## src/rtl/hilbert_pkg.sv

```systemverilog
// hilbert_pkg: shared types and helpers for the TDM Hilbert transformer.
//   state_t     - controller states
//   taps_legal  - filter length must be 4k+3 (odd-tap antisymmetric form)
//   acc_width   - accumulator width: pre-subtract + coef + log2(M) guard bits
//   sat_round   - round half up, shift right by frac_w, saturate to data_w
package hilbert_pkg;

    typedef enum logic [1:0] {
        ST_IDLE  = 2'd0,
        ST_MAC   = 2'd1,
        ST_ROUND = 2'd2,
        ST_OUT   = 2'd3
    } state_t;

    function automatic bit taps_legal(input int taps);
        return (taps >= 3) && ((taps % 4) == 3);
    endfunction

    function automatic int acc_width(input int data_w, input int coef_w, input int m);
        return data_w + 1 + coef_w + ((m > 1) ? $clog2(m) : 0);
    endfunction

    // Works on a sign-extended 64-bit accumulator so one function serves
    // every parameterisation; the caller keeps the low data_w bits.
    function automatic logic [31:0] sat_round(input logic signed [63:0] acc,
                                              input int frac_w,
                                              input int data_w);
        logic signed [63:0] r;
        logic signed [63:0] hi;
        logic signed [63:0] lo;
        hi = (64'sd1 <<< (data_w - 1)) - 64'sd1;
        lo = -(64'sd1 <<< (data_w - 1));
        r  = (acc + (64'sd1 <<< (frac_w - 1))) >>> frac_w;
        if (r > hi)      r = hi;
        else if (r < lo) r = lo;
        return r[31:0];
    endfunction

endpackage

```

## src/rtl/hilbert_mac.sv

```systemverilog
// hilbert_mac: pre-subtract / multiply / accumulate datapath.
//   clock, reset - rising-edge clock, async active-high reset
//   clr          - zero the accumulator (new sample starting)
//   en           - add coef * (xa - xb) into the accumulator
//   xa, xb       - signed samples x[n-c+m], x[n-c-m]
//   coef         - signed coefficient for this term
//   acc          - two's-complement accumulator, wide enough never to wrap
module hilbert_mac #(
    parameter int DATA_W = 12,
    parameter int COEF_W = 12,
    parameter int ACC_W  = 27
) (
    input  logic              clock,
    input  logic              reset,
    input  logic              clr,
    input  logic              en,
    input  logic [DATA_W-1:0] xa,
    input  logic [DATA_W-1:0] xb,
    input  logic [COEF_W-1:0] coef,
    output logic [ACC_W-1:0]  acc
);

    logic signed [DATA_W:0]        diff;
    logic signed [DATA_W+COEF_W:0] prod;

    // One extra bit so x_max - x_min cannot wrap.
    assign diff = $signed({xa[DATA_W-1], xa}) - $signed({xb[DATA_W-1], xb});
    assign prod = diff * $signed(coef);

    always_ff @(posedge clock or posedge reset) begin
        if (reset)    acc <= '0;
        else if (clr) acc <= '0;
        else if (en)  acc <= acc + ACC_W'(prod);
    end

endmodule

```

## src/rtl/hilbert_fir_tdm.sv

```systemverilog
// hilbert_fir_tdm: multi-channel Hilbert transformer, one shared MAC.
//   clock, reset           - rising-edge clock, async active-high reset
//   IN, in_chan, in_valid  - input sample, its channel tag, valid
//   in_ready               - high in IDLE only
//   coef_we/addr/data      - coefficient write; coef[j] = h[c-(2j+1)]
//   coef_ready             - writes honoured (IDLE only)
//   Re, Im, out_chan       - delayed centre sample, Hilbert output, tag
//   out_valid, out_ready   - output handshake
//   chan_err               - one-cycle pulse for an out-of-range in_chan
module hilbert_fir_tdm
    import hilbert_pkg::*;
#(
    parameter int DATA_W   = 12,
    parameter int COEF_W   = 12,
    parameter int FRAC_W   = 11,
    parameter int TAPS     = 15,
    parameter int CHANNELS = 2,
    localparam int M       = (TAPS + 1) / 4,
    localparam int CHAN_W  = (CHANNELS > 1) ? $clog2(CHANNELS) : 1,
    localparam int CADDR_W = (M > 1) ? $clog2(M) : 1
) (
    input  logic               clock,
    input  logic               reset,
    input  logic [DATA_W-1:0]  IN,
    input  logic [CHAN_W-1:0]  in_chan,
    input  logic               in_valid,
    output logic               in_ready,
    input  logic               coef_we,
    input  logic [CADDR_W-1:0] coef_addr,
    input  logic [COEF_W-1:0]  coef_data,
    output logic               coef_ready,
    output logic [DATA_W-1:0]  Re,
    output logic [DATA_W-1:0]  Im,
    output logic [CHAN_W-1:0]  out_chan,
    output logic               out_valid,
    input  logic               out_ready,
    output logic               chan_err
);

    localparam int C     = (TAPS - 1) / 2;
    localparam int ACC_W = acc_width(DATA_W, COEF_W, M);
    localparam logic [CHAN_W:0] NCHAN = (CHAN_W + 1)'(CHANNELS);

    generate
        if (!taps_legal(TAPS)) begin : g_taps_bad
            $error("hilbert_fir_tdm: TAPS must equal 4k+3");
        end
    endgenerate

    state_t state;

    // hist[ch][k] = x[n-k] for that channel; index 0 is the newest sample.
    logic [CHANNELS-1:0][TAPS-1:0][DATA_W-1:0] hist;
    logic [M-1:0][COEF_W-1:0]                  coef;
    logic [CHAN_W-1:0]                         ch;
    logic [CADDR_W-1:0]                        j;

    logic [DATA_W-1:0] xa, xb, xc;
    logic [COEF_W-1:0] cf;
    logic [ACC_W-1:0]  acc;
    logic [31:0]       im_sat;
    logic              chan_ok, mac_clr, mac_en;

    assign in_ready   = (state == ST_IDLE);
    assign coef_ready = (state == ST_IDLE);
    assign chan_ok    = ({1'b0, in_chan} < NCHAN);
    assign mac_clr    = (state == ST_IDLE) && in_valid && chan_ok;
    assign mac_en     = (state == ST_MAC);

    // Operand select for term j of the latched channel. Term j pairs
    // the taps symmetric about the centre at distance m = 2j+1.
    always_comb begin
        xa = '0;
        xb = '0;
        xc = '0;
        cf = '0;
        for (int i = 0; i < CHANNELS; i++) begin
            if (ch == CHAN_W'(i)) begin
                xc = hist[i][C];
                for (int k = 0; k < M; k++) begin
                    if (j == CADDR_W'(k)) begin
                        xa = hist[i][C - (2 * k + 1)];
                        xb = hist[i][C + (2 * k + 1)];
                    end
                end
            end
        end
        for (int k = 0; k < M; k++) begin
            if (j == CADDR_W'(k)) cf = coef[k];
        end
    end

    hilbert_mac #(
        .DATA_W (DATA_W),
        .COEF_W (COEF_W),
        .ACC_W  (ACC_W)
    ) u_mac (
        .clock (clock),
        .reset (reset),
        .clr   (mac_clr),
        .en    (mac_en),
        .xa    (xa),
        .xb    (xb),
        .coef  (cf),
        .acc   (acc)
    );

    assign im_sat = sat_round({{(64 - ACC_W){acc[ACC_W-1]}}, acc}, FRAC_W, DATA_W);

    always_ff @(posedge clock or posedge reset) begin
        if (reset) begin
            state     <= ST_IDLE;
            hist      <= '0;
            coef      <= '0;
            ch        <= '0;
            j         <= '0;
            Re        <= '0;
            Im        <= '0;
            out_chan  <= '0;
            out_valid <= 1'b0;
            chan_err  <= 1'b0;
        end else begin
            chan_err <= 1'b0;

            // Coefficient write lands on the same edge as a sample accept;
            // MAC reads it only from the next edge, so the sample sees it.
            if (state == ST_IDLE && coef_we) begin
                for (int k = 0; k < M; k++) begin
                    if (coef_addr == CADDR_W'(k)) coef[k] <= coef_data;
                end
            end

            case (state)
                ST_IDLE: begin
                    if (in_valid) begin
                        if (chan_ok) begin
                            for (int i = 0; i < CHANNELS; i++) begin
                                if (in_chan == CHAN_W'(i))
                                    hist[i] <= {hist[i][TAPS-2:0], IN};
                            end
                            ch    <= in_chan;
                            j     <= '0;
                            state <= ST_MAC;
                        end else begin
                            chan_err <= 1'b1;
                        end
                    end
                end
                ST_MAC: begin
                    if (j == CADDR_W'(M - 1)) state <= ST_ROUND;
                    else                      j     <= j + 1'b1;
                end
                ST_ROUND: begin
                    Re        <= xc;
                    Im        <= im_sat[DATA_W-1:0];
                    out_chan  <= ch;
                    out_valid <= 1'b1;
                    state     <= ST_OUT;
                end
                ST_OUT: begin
                    if (out_ready) begin
                        out_valid <= 1'b0;
                        state     <= ST_IDLE;
                    end
                end
                default: state <= ST_IDLE;
            endcase
        end
    end

endmodule

```

## config.mk

```make
export PLATFORM = sky130hd
export DESIGN_NAME = hilbert_fir_tdm
export DESIGN_NICKNAME = d
export VERILOG_FILES = /design/src/rtl/hilbert_pkg.sv /design/src/rtl/hilbert_mac.sv /design/src/rtl/hilbert_fir_tdm.sv
export SDC_FILE = /design/constraint.sdc
export NUM_CORES = 1
export LEC_CHECK = 0
export BUFFER_PORTS_ARGS = -buffer_cell sky130_fd_sc_hd__buf_2
export CAP_MARGIN = 20
export CORE_ASPECT_RATIO = 0.9
export CORE_MARGIN = 5
export CORE_UTILIZATION = 56
export DETAILED_ROUTE_END_ITERATION = 6
export GPL_TIMING_DRIVEN = 0
export PLACE_DENSITY = 0.84
export SLEW_MARGIN = 20
export SYNTH_ARGS = -nofsm -noshare
export SYNTH_HDL_FRONTEND = slang
export SYNTH_SLANG_ARGS = --single-unit
```

## constraint.sdc

```tcl
create_clock -name clock -period 27.8 [get_ports clock]
set_clock_uncertainty 0.15 [all_clocks]
set_input_delay 5.56 -clock clock [delete_from_list [all_inputs] [get_ports clock]]
set_output_delay 5.56 -clock clock [all_outputs]
set_load 0.01 [all_outputs]
```

==> impl_metrics.ini, run 1 <==
[sta]
worstMarginPinSlew_ps = 1190
period_share_pct = 47.7
slew_headroom_pct = 20.2
rsz0062_at_grt = false
finalHoldViolCount = 0
drv_slew = 0
period_needed_ps = 13260
tns_ps = 0
clock.fmax_ghz = 0.0754
setup_violations = 0

[run]
cap_violations = 0

[routing]
routed_wl_microns = 70400
antenna_left = 0
top_layer_used = met4
via_per_inst = 5.95
via_count = 18978
route.met2.wl_microns = 34400
drc = 0
met1_length_microns = 28100
routedWlPerCell_microns = 22.1
dr.pass1.iters = 6
drtIter0Drc = 1345
dr_wl_met3_microns = 4150

[logic_synthesis]
netlist_instances = 2410
yosysSeqAreaShare_pct = 42.2
ys_seq_elements = 466
synth_fp_nets = 2690
synth-async-reset-ratio_pct = 100
syn-cell-area_sq_mm = 0.0276
synth_edf_count = 0
synth_flop_cell = dfrtp_1
synth.distinct_cells = 75
ys.warnings.count = 0
syn_area_per_cell_sq_um = 11.5

[global_routing]
grtUsageTotal_pct = 26.6
grt_pass1_wl_microns = 113000
grt_pass1_vias = 20409
grt_max_degree = 113
antenna_found_initial = 0
overflow = 0

[setup_path]
crit_top_cell = o21ai_0
critical_path_arrival_ps = 13580
slowest_stage = xor2_1
slowest_delay_ps = 720
critPathMaxFanout = 10
r2r_slack_ps = 14540
critPathLaunchType = flop
reg2reg_to = u_mac.acc[26]
required_ps = 28120
regToRegStartpoint = j[1]
endpoint_kind = flop
reg2regPathDepth = 45
path_class = flop to flop

[worst_hold_path]
holdPathEnd = Im[4]
worstHoldStart = Im[4]
min_path_type = flop to flop
whs_path_depth = 1

[clock_tree]
cts.clk_slew.worst_paths_ps = 60
cts_num_sinks = 466
insertion_delay_ps = 600
cts_buffer_depth = 3
cts_buffers = 47
root_buffer = clkbuf_16
ctsResizeCount = 0
cts_max_level = 2
cts_tree = yes
post_cts_buffers = 0
cts_hold_buf = 0

[floorplanning]
die_height_microns = 221
die-area_sq_mm = 0.0539
die_x_microns = 244
placeableCoreArea_sq_mm = 0.0489
ios = 61
rows = 77
initial_core_util_pct = 56.4

[place]
numPortBuffers = 59
placed_cell_area_sq_mm = 0.0288
dp_cells = 3106
routabilityCongestion = 0.916
detailed_place_hpwl_microns = 52500

[final_layout]
layout.cells.non_filler = 3191
num-nets-final = 2803
fin_area_sq_mm = 0.0305
drive_gt1_share_pct = 23.9
area_growth_syn_to_layout_pct = 10.3
fillCellCount = 3628

[run_status]
status = finished, final reports clean
[per-stage QoR]
| stage | hold slack, ps | setup WS (ps) | util, % |
|---|---|---|---|
| 3_3_place_gp | 310 | 5150 | 58.6 |
| 6_report | 322 | 14540 | 62.3 |
| 2_1_floorplan | 324 | 9090 | - |
| 4_1_cts | 327 | 14670 | 62.3 |
| 3_5_place_dp | 313 | 14840 | 58.9 |
| 5_1_grt | 344 | 13680 | 62.3 |
[logic make-up after synthesis]
| kind of cell | count (synthesis) | synth area share [%] |
|---|---|---|
| AOI/OAI and AO/OA | 317 | 7.28 |
| xor gates and xnor gates | 75 | 2.51 |
| adders and majority gates | 249 | 15.2 |
| buffers and inverters | 338 | 4.67 |
| DFF | 466 | 42.2 |
| muxes | 478 | 20.3 |
| other | 1 | 0.0136 |
| and+or+nand+nor | 486 | 7.77 |
[critical path: cells and delay by family, from the launching register on]
kind                       cells  cell delay [ps]
DFF                            1              430
buffers and inverters          8             1890
AOI/OAI and AO/OA             19             3950
muxes                          2             1040
adders and majority gates      9             3840
and+or+nand+nor                5              930
xor gates and xnor gates       2              900
[synth_stat cells (20+ instances only)]
library cell | instances | area, sq um
dfrtp_1 | 466 | 11700
mux2_2 | 411 | 4630
inv_1 | 220 | 826
nor2_1 | 187 | 702
nand2_1 | 182 | 683
fa_1 | 145 | 2900
ha_1 | 103 | 1290
clkbuf_1 | 93 | 349
o21ai_0 | 91 | 455
a21oi_1 | 87 | 435
xnor2_1 | 52 | 455
mux2i_1 | 42 | 420
mux4_2 | 25 | 563
xor2_1 | 21 | 184
o21a_1 | 20 | 150
[final cells by class]
type                    instances  area (sq um)  area share (%)
diodes                          1          2.50         0.00821
plain buffers                 117           460            1.51
clock buffers                  67          1380            4.54
clock inverters                17           264           0.866
inverters                     221           837            2.75
multi-input cells            1606         14700            48.1
flip-flops and latches        466         11700            38.3
well taps                     632           791            2.59
repair buffers                 64           410            1.35
[state kept, by name, indices dropped and copies added (netlist names)]
name	flops
hist	360
u_mac.acc	27
out_chan	1
ch	1
state	2
Re	12
coef	48
j	2
Im	12
out_valid	1
[cell usage in the layout, fill, tap and decap left out, drive strengths merged, types with 8 or more instances in the layout]
cell type,instances
a211oi,11
a21o,17
a21oi,88
a22o,11
a22oi,15
a31oi,8
and2,9
buf,88
clkbuf,160
dfrtp,466
fa,145
ha,103
inv,223
mux2,411
mux2i,42
mux4,25
nand2,183
nand2b,13
nand3,15
nand4,9
nor2,188
nor2b,13
nor3,16
o211ai,14
o21a,20
o21ai,94
xnor2,53
xor2,22
[how the worst max path moves through the flow]
stage                     start             to  slack (ps)  cells past startpoint
after floorplan           reset          Im[0]        9090                      1
after global placement    reset       coef[43]        5150                      2
after CTS                  j[1]  u_mac.acc[26]       14670                     45
final                      j[1]  u_mac.acc[26]       14540                     45
after global routing       j[1]  u_mac.acc[26]       13680                     45
after detailed placement   j[1]  u_mac.acc[26]       14840                     45
[per-layer routing]
layer	GRT usage, %	up-vias
li1	-	8405
met1	33.6	9748
met2	44.9	617
met3	4.76	208
met4	13.1	0
met5	0	-
Power of run 1 is not shown: default switching activity piles up to over one toggle a cycle in this logic, so the estimate is an artifact.
==> inputs of run 2 (changes only) <==
PLACE_DENSITY = 0.87   (was 0.84)
clock period = 11.12 ns   (was 27.8 ns; I/O delays follow)
==> impl_metrics.ini, run 2 (synthesis gave the netlist of run 1 again) <==
[routing]
via_per_inst = 6.04
antenna_left = 0
via_count = 19528
routedWlPerCell_microns = 22.6
routed_wl_microns = 73000
drtIter0Drc = 1591
dr.pass1.iters = 5
drc = 0

[final_layout]
largest_reg_flops = 360
largestRegisters = hist x360, coef x48, u_mac.acc x27
fillCellCount = 3418
drive_gt1_share_pct = 28.5
final_util_pct = 64.2
fin_area_sq_mm = 0.0314
regMostFlops = hist
area_growth_syn_to_layout_pct = 13.8
num-nets-final = 2842
final_cell_mix = dfrtp_1, mux2_2, inv_1
final_common_cell = dfrtp_1

[setup_path]
r2r_slack_ps = 230
critical_path_arrival_ps = 11210
path_class = flop to flop
slowest_delay_ps = 570
critPathLaunchType = flop
endpoint_kind = flop
cpLargestDelayFamily = compound AO/OA/AOI/OAI gates
crit_top_cell = fa_1
critPathMaxFanout = 10
required_ps = 11450
slowest_stage = fa_1
cp_num_buf_inv = 8

[run]
cap_violations = 0

[run_status]
status = finished, final reports clean

[global_routing]
grt_max_degree = 37
grt_pass1_vias = 20548
overflow = 0
grtUsageTotal_pct = 26.8
grt_pass1_wl_microns = 114000
antenna_found_initial = 1

[worst_hold_path]
min_path_type = flop to flop

[clock_tree]
cts_max_level = 2
cts_hold_buf = 0
cts_num_sinks = 466
cts.clk_slew.worst_paths_ps = 60
insertion_delay_ps = 620
cts_buffers = 48
cts_buffer_depth = 3
root_buffer = clkbuf_16
cts_tree = yes

[floorplanning]
die_height_microns = 221
placeableCoreArea_sq_mm = 0.0489
die-area_sq_mm = 0.0539
ios = 61
initial_core_util_pct = 56.4
die_x_microns = 244
rows = 77

[sta]
drv_slew = 0
finalHoldViolCount = 0
slew_headroom_pct = 16.0
period_needed_ps = 10890
period_share_pct = 97.9
clock.fmax_ghz = 0.0918
setup_violations = 0
worstMarginPinSlew_ps = 1250

[place]
routabilityCongestion = 0.967
detailed_place_hpwl_microns = 52600
placed_cell_area_sq_mm = 0.0290
numPortBuffers = 59
run 2: final cells by class:
| cell class | count | area (sq um) | share of cell area [%] |
|---|---|---|---|
| sequential | 466 | 11700 | 37.1 |
| inverter | 221 | 841 | 2.68 |
| antenna | 2 | 5.00 | 0.0159 |
| buffer | 112 | 562 | 1.79 |
| timing repair buffer | 107 | 871 | 2.77 |
| clock buffer | 65 | 1350 | 4.28 |
| multi-input combinational | 1606 | 15000 | 47.7 |
| clock inverter | 24 | 348 | 1.11 |
| tap | 632 | 791 | 2.52 |
run 2: what timing repair did:
| action | CTS | global route |
|---|---|---|
| pin swaps | 12 | 20 |
| cloned | 0 | 0 |
| gates resized for setup | 83 | 71 |
| endpoints found under the setup margin | 13 | 8 |
| buffers inserted | 14 | 19 |
run 2: worst paths after layout:
kind,from,end,depth (start not counted)
worst max-delay path,j[0],u_mac.acc[25],42
worst min-delay path,Im[4],Im[4],1
worst max register to register,j[0],u_mac.acc[25],42
worst min register to register,Im[4],Im[4],1
max in group asynchronous,reset,hist[187],7
min in group asynchronous,reset,u_mac.acc[5],2
run 2: through the flow:
step | cells | hold WS [ps] | setup WS (ps) | TNS, ps
after floorplan | 2410 | 324 | 472 | 0
after global routing | 3233 | 345 | -106 | -183
after CTS | 3216 | 331 | 22.9 | 0
after global placement | 3101 | 310 | -1560 | -10700
after detailed placement | 3116 | 316 | -1890 | -14790
final | 3235 | 323 | 232 | 0
run 2: per-layer routing:
metal / vias to the layer above / track usage [%] / share of wire [%] / wire (microns)
met5: - / 0 / 0 / 0
met4: 0 / 11.7 / 4.7 / 3450
met3: 206 / 4.66 / 6.6 / 4810
met2: 776 / 45.1 / 49 / 35900
met1: 10059 / 34.9 / 40 / 28800
li1: 8487 / - / - / -
Power of run 2 is left out for the same reason.
